--- src/rtl/lcd_rgb_timing.sv ---
// ============================================================================
//  Module      : lcd_rgb_timing
//  Description : Pixel-clock timing generator for a parallel RGB LCD panel.
//                Optional colour-bar generator under LCD_TEST_PATTERN_EN.
//  Revision    : 1.0 - initial release
// ============================================================================
`default_nettype none

module lcd_rgb_timing #(
    parameter int H_SYNC  = 128,
    parameter int H_BACK  = 88,
    parameter int H_DISP  = 800,
    parameter int H_FRONT = 40,
    parameter int V_SYNC  = 2,
    parameter int V_BACK  = 33,
    parameter int V_DISP  = 480,
    parameter int V_FRONT = 10
) (
    input  logic        clk,
    input  logic        rst_n,
    input  logic        lcd_en,
    input  logic [23:0] pixel_data,
    output logic        data_req,
    output logic [10:0] pixel_xpos,
    output logic [10:0] pixel_ypos,
    output logic        lcd_hs,
    output logic        lcd_vs,
    output logic        lcd_de,
    output logic [23:0] lcd_rgb,
    output logic        frame_start
);

    localparam int H_TOTAL = H_SYNC + H_BACK + H_DISP + H_FRONT;
    localparam int V_TOTAL = V_SYNC + V_BACK + V_DISP + V_FRONT;

    localparam logic [10:0] C_H_LAST  = 11'(H_TOTAL - 1);
    localparam logic [10:0] C_V_LAST  = 11'(V_TOTAL - 1);
    localparam logic [10:0] C_H_SYNC  = 11'(H_SYNC);
    localparam logic [10:0] C_V_SYNC  = 11'(V_SYNC);
    localparam logic [10:0] C_H_ACT_S = 11'(H_SYNC + H_BACK);
    localparam logic [10:0] C_V_ACT_S = 11'(V_SYNC + V_BACK);
    // End bounds may equal 2048, so they are compared at 12 bits.
    localparam logic [11:0] C_H_ACT_E = 12'(H_SYNC + H_BACK + H_DISP);
    localparam logic [11:0] C_V_ACT_E = 12'(V_SYNC + V_BACK + V_DISP);

    logic [10:0] r_h_cnt;
    logic [10:0] r_v_cnt;
    logic        r_hs;
    logic        r_vs;
    logic        r_de;
    logic [23:0] r_rgb;
    logic        r_frame_start;

    logic        w_h_last;
    logic        w_v_last;
    logic        w_h_act;
    logic        w_v_act;
    logic        w_active;
    logic [10:0] w_xpos;
    logic [10:0] w_ypos;
    logic [23:0] w_rgb_src;

    assign w_h_last = (r_h_cnt == C_H_LAST);
    assign w_v_last = (r_v_cnt == C_V_LAST);
    assign w_h_act  = (r_h_cnt >= C_H_ACT_S) && ({1'b0, r_h_cnt} < C_H_ACT_E);
    assign w_v_act  = (r_v_cnt >= C_V_ACT_S) && ({1'b0, r_v_cnt} < C_V_ACT_E);
    // Gating by lcd_en makes the request drop in the same cycle enable falls.
    assign w_active = lcd_en && w_h_act && w_v_act;
    assign w_xpos   = w_active ? (r_h_cnt - C_H_ACT_S) : 11'd0;
    assign w_ypos   = w_active ? (r_v_cnt - C_V_ACT_S) : 11'd0;

    assign data_req   = w_active;
    assign pixel_xpos = w_xpos;
    assign pixel_ypos = w_ypos;

`ifdef LCD_TEST_PATTERN_EN
    localparam int BAR_W = H_DISP / 8;

    logic [2:0] w_bar;
    logic       w_unused_pixel;

    assign w_bar          = 3'(w_xpos / 11'(BAR_W));
    assign w_unused_pixel = ^pixel_data;

    always_comb begin
        w_rgb_src = 24'h000000;
        case (w_bar)
            3'd0:    w_rgb_src = 24'hFFFFFF;
            3'd1:    w_rgb_src = 24'hFFFF00;
            3'd2:    w_rgb_src = 24'h00FFFF;
            3'd3:    w_rgb_src = 24'h00FF00;
            3'd4:    w_rgb_src = 24'hFF00FF;
            3'd5:    w_rgb_src = 24'hFF0000;
            3'd6:    w_rgb_src = 24'h0000FF;
            default: w_rgb_src = 24'h000000;
        endcase
    end
`else
    assign w_rgb_src = pixel_data;
`endif

    always_ff @(posedge clk or negedge rst_n) begin
        if (!rst_n) begin
            r_h_cnt <= 11'd0;
            r_v_cnt <= 11'd0;
        end else if (!lcd_en) begin
            r_h_cnt <= 11'd0;
            r_v_cnt <= 11'd0;
        end else if (w_h_last) begin
            r_h_cnt <= 11'd0;
            r_v_cnt <= w_v_last ? 11'd0 : (r_v_cnt + 11'd1);
        end else begin
            r_h_cnt <= r_h_cnt + 11'd1;
        end
    end

    always_ff @(posedge clk or negedge rst_n) begin
        if (!rst_n) begin
            r_hs          <= 1'b1;
            r_vs          <= 1'b1;
            r_de          <= 1'b0;
            r_rgb         <= 24'h000000;
            r_frame_start <= 1'b0;
        end else if (!lcd_en) begin
            r_hs          <= 1'b1;
            r_vs          <= 1'b1;
            r_de          <= 1'b0;
            r_rgb         <= 24'h000000;
            r_frame_start <= 1'b0;
        end else begin
            r_hs          <= ~(r_h_cnt < C_H_SYNC);
            r_vs          <= ~(r_v_cnt < C_V_SYNC);
            r_de          <= w_active;
            r_rgb         <= w_active ? w_rgb_src : 24'h000000;
            r_frame_start <= (r_h_cnt == 11'd0) && (r_v_cnt == 11'd0);
        end
    end

    assign lcd_hs      = r_hs;
    assign lcd_vs      = r_vs;
    assign lcd_de      = r_de;
    assign lcd_rgb     = r_rgb;
    assign frame_start = r_frame_start;

endmodule

`default_nettype wire

--- config.mk ---
export PLATFORM = sky130hd
export DESIGN_NAME = lcd_rgb_timing
export DESIGN_NICKNAME = d
export VERILOG_FILES = /design/src/rtl/lcd_rgb_timing.sv
export SDC_FILE = /design/constraint.sdc
export NUM_CORES = 1
export LEC_CHECK = 0
export ABC_AREA = 1
export CORE_MARGIN = 8
export CORE_UTILIZATION = 52
export CTS_CLUSTER_DIAMETER = 100
export DETAILED_ROUTE_END_ITERATION = 16
export HOLD_SLACK_MARGIN = 0.1
export PLACE_DENSITY = 0.89
export REMOVE_ABC_BUFFERS = 1
export SLEW_MARGIN = 20
export SYNTH_ARGS = -nofsm -noshare
export SYNTH_HDL_FRONTEND = slang
export SYNTH_SLANG_ARGS = --single-unit
export TNS_END_PERCENT = 50
--- constraint.sdc ---
create_clock -name clk -period 3.2 [get_ports clk]
set_input_delay 0.96 -clock clk [delete_from_list [all_inputs] [get_ports clk]]
set_output_delay 0.96 -clock clk [all_outputs]
set_load 0.02 [all_outputs]
==> reports/qor.txt <==
Leakage: 2.05 nW
Max transition margin: 60.4%
Mean Syn Cell Area: 7.75 um2
Critical R2R Launch: r_h_cnt[4]
Nets: 485
Die Wd: 90.1 um
Final Cycle Share: 97.9%
CTS Buf Count: 5
CTS clk-pin slew, worst paths: 0.09 ns
I/O pin count: 78
Setup Skew: 0.00432 ns
Critical path class: input pin to output port
Initial antenna violation count: 0
Global-route wire length before repair: 12.7 mm
Vias: 2,656
Post-synth top area share: 42.1%
Max Fclk: 0.319 GHz
Placed cell count: 516
Fraction of layout cells with a size suffix above 1: 18.5%
Worst Path Buf+Inv: 4
Slew Viols, Final: 0
Fin cells: 526
Post-DRT Antenna Nets: 0
DR WL/cell: 14.4 um
Synth cell types: 31
Measured slew at the worst slew-check pin: 0.592 ns
Max-cap violations: 0
Worst Hold Endpoint: r_h_cnt[0]
Outcome: finished, final reports clean
Dpl ws: -0.666 ns
Clock buffer depth: 2
GRT Resource Usage Total: 19.0%
Pwr Density: 307 nW/um2
Nature of the critical path startpoint: input pin
Mapped Cells: 368
CTS hold repair buffers: 0
Synthesis Warnings: 0
Dominant cell type by area after synthesis: dfrtp_1
Clock Latency Late Sink: 0.30 ns
Flops & latches, synth: 50
Final Core Density: 71.2%
Critical-path cell list: dlygate4sd2_1 > inv_2 > nor2_4 > nand3_2 > nor2_4 > nand3_4 > buf_12 > nor2_1 > buf_4
Fin Setup TNS: 0 ns
# DRC: 0
Gpl congestion: 0.990
Slowest stage delay, CP: 0.25 ns
Required time of the critical path: 2.24 ns
Row count: 27
PortBufs: 77
Largest net degree at the start of global routing: 34
Setup bufs post-CTS: 0
Fillers: 410
CP dominant cell by count: nor2_4
GR Overflow Total: 0
H-tree depth: 2
Post-synthesis sequential area ratio: 44.0%
# clock sinks: 50
Final Worst Setup Slack: 0.0662 ns
Reg2Reg Setup Slack: 1.10 ns
Die ar.: 8110 um2
Hold path startpoint: r_h_cnt[0]
Top post-synthesis cells by area: dfrtp_1, nor2_1, nand2_1
Crit end category: output port
Core area: 5410 um2
Min cycle time layout: 3.13 ns
Worst-case reg-to-reg path depth: 8
WL final: 7.55 mm
Crit Path Max Fanout: 7
HPWL after detailed placement: 5.64 mm
TritonRoute pass-1 iters: 5
Synthesized area: 2850 um2
DIE HEIGHT: 90.1 um
Area growth syn-to-layout: 34.9%
Initial core utilization: 52.8%
VDD IR-drop max: 0.000257 V
Vias in the first global route: 2,606
DR iter-0 viols: 275
Critical path arrival: 2.17 ns
Root buf cell: clkbuf_8
Critical path's slowest cell: dlygate4sd2_1
TritonCTS clock tree: done
Final hold viol count: 0
Endpoints failing setup: 0
Top delay family on crit path: buffers and inverters
Worst R2R End: lcd_rgb[4]
WHS Path Cells: 1
Hold Path Class: register to register
Via density: 5.05
Hold slack: 0.518 ns
Diode count: 0
==> cell type report <==
cell class | instances | area (um2) | share of cell area [%]
Inverter | 65 | 244 | 6.34
Clock buffer | 6 | 72.6 | 1.89
Tap cell | 72 | 90.1 | 2.34
Sequential cell | 50 | 1250 | 32.6
Multi-Input combinational cell | 240 | 1300 | 33.7
Timing Repair Buffer | 91 | 853 | 22.2
Clock inverter | 2 | 37.5 | 0.976
==> cell usage after synthesis (all sizes together) <==
| master | n |
|---|---|
| nor2 | 91 |
| nand2 | 68 |
| inv | 64 |
| dfrtp | 48 |
| nand3 | 16 |
| nand4 | 15 |
| xor2 | 13 |
| buf | 12 |
| nor3 | 10 |
| o21ai | 10 |
| a21oi | 7 |
| ha | 5 |
| dfstp | 2 |
| a31oi | 1 |
| clkbuf | 1 |
| clkinv | 1 |
| nand3b | 1 |
| o21a | 1 |
| or2 | 1 |
| xnor2 | 1 |
==> cell usage in the layout, fill, tap and decap left out, types with 2 or more instances in the layout <==
cell             instances
clkbuf_8                 5
xor2_1                  13
clkdlybuf4s50_1         52
buf_6                    5
inv_2                    4
buf_4                   26
nor2_4                  13
nor2_1                  64
nand2_1                 67
ha_1                     5
inv_1                   60
nand3_1                 13
nor2_2                  13
nand3_2                  2
dfstp_2                  2
nand4_1                 15
nor3_1                  10
o21ai_0                  9
a21oi_1                  6
dfrtp_1                 48
buf_2                    5
==> layer usage <==
layer	routed length [um]	GRT usage, %
met4	104	5.13
met3	938	9.39
met5	0	0
met1	2990	22.3
met2	3520	29.9
==> power breakdown <==
part	switching, W	internal, W	leakage (nW)	total, W
clock network	0.000214	0.000233	0.0514	0.000448
logic	0.0000477	0.0000436	1.31	0.0000913
registers	0.00000382	0.000638	0.688	0.000642
==> flip-flops by register name, indices dropped and copies added (netlist names) <==
signal,count
lcd_rgb,24
r_h_cnt,11
r_v_cnt,11
frame_start,1
lcd_de,1
lcd_hs,1
lcd_vs,1
==> worst max path at each step <==
| stage | from | end | slack (ns) | cells past startpoint |
|---|---|---|---|---|
| 3_3_place_gp | lcd_en | pixel_ypos[4] | -0.66 | 9 |
| 3_5_place_dp | lcd_en | pixel_ypos[4] | -0.67 | 9 |
| 6_report | lcd_en | pixel_ypos[0] | 0.07 | 9 |
| 5_1_grt | lcd_en | pixel_xpos[7] | -0.007 | 9 |
| 4_1_cts | lcd_en | pixel_ypos[0] | 0.06 | 9 |
| 2_1_floorplan | lcd_en | pixel_xpos[0] | -0.52 | 6 |
==> stage by stage <==
step,total power (W),instance area [um2]
after floorplan,0.000682,2750
after global placement,0.000740,3710
after detailed placement,0.000745,3710
after CTS,0.00119,3790
after global routing,0.00123,3850
final,0.00118,3850
==> worst reg2reg max path: stages (launching register included) <==
cell,delay (ns)
dfrtp_1,0.45
ha_1,0.24
o21ai_1,0.20
or2_4,0.17
nand2_1,0.08
nand3_4,0.16
buf_16,0.14
buf_4,0.42
nor2_1,0.11
==> what timing repair did <==
action,4_1_cts,5_1_grt
pin swaps,3,3
resized for setup,112,19
gates cloned,1,1
endpoints found under the hold margin,0,0
setup endpoints to repair,23,23
==> kinds of logic (layout without fill, tap and decap cells) <==
group,after synthesis,in the layout,share of synthesized area (%)
AO/OA/AOI/OAI,19,19,3.60
XOR/XNOR,14,14,4.30
adder cells (fa/ha/maj),5,5,2.19
buffers and inverters,78,164,12.1
flip-flops,50,50,44.0
AND/OR/NAND/NOR,202,202,33.9
(Power assumes the default switching activity.)
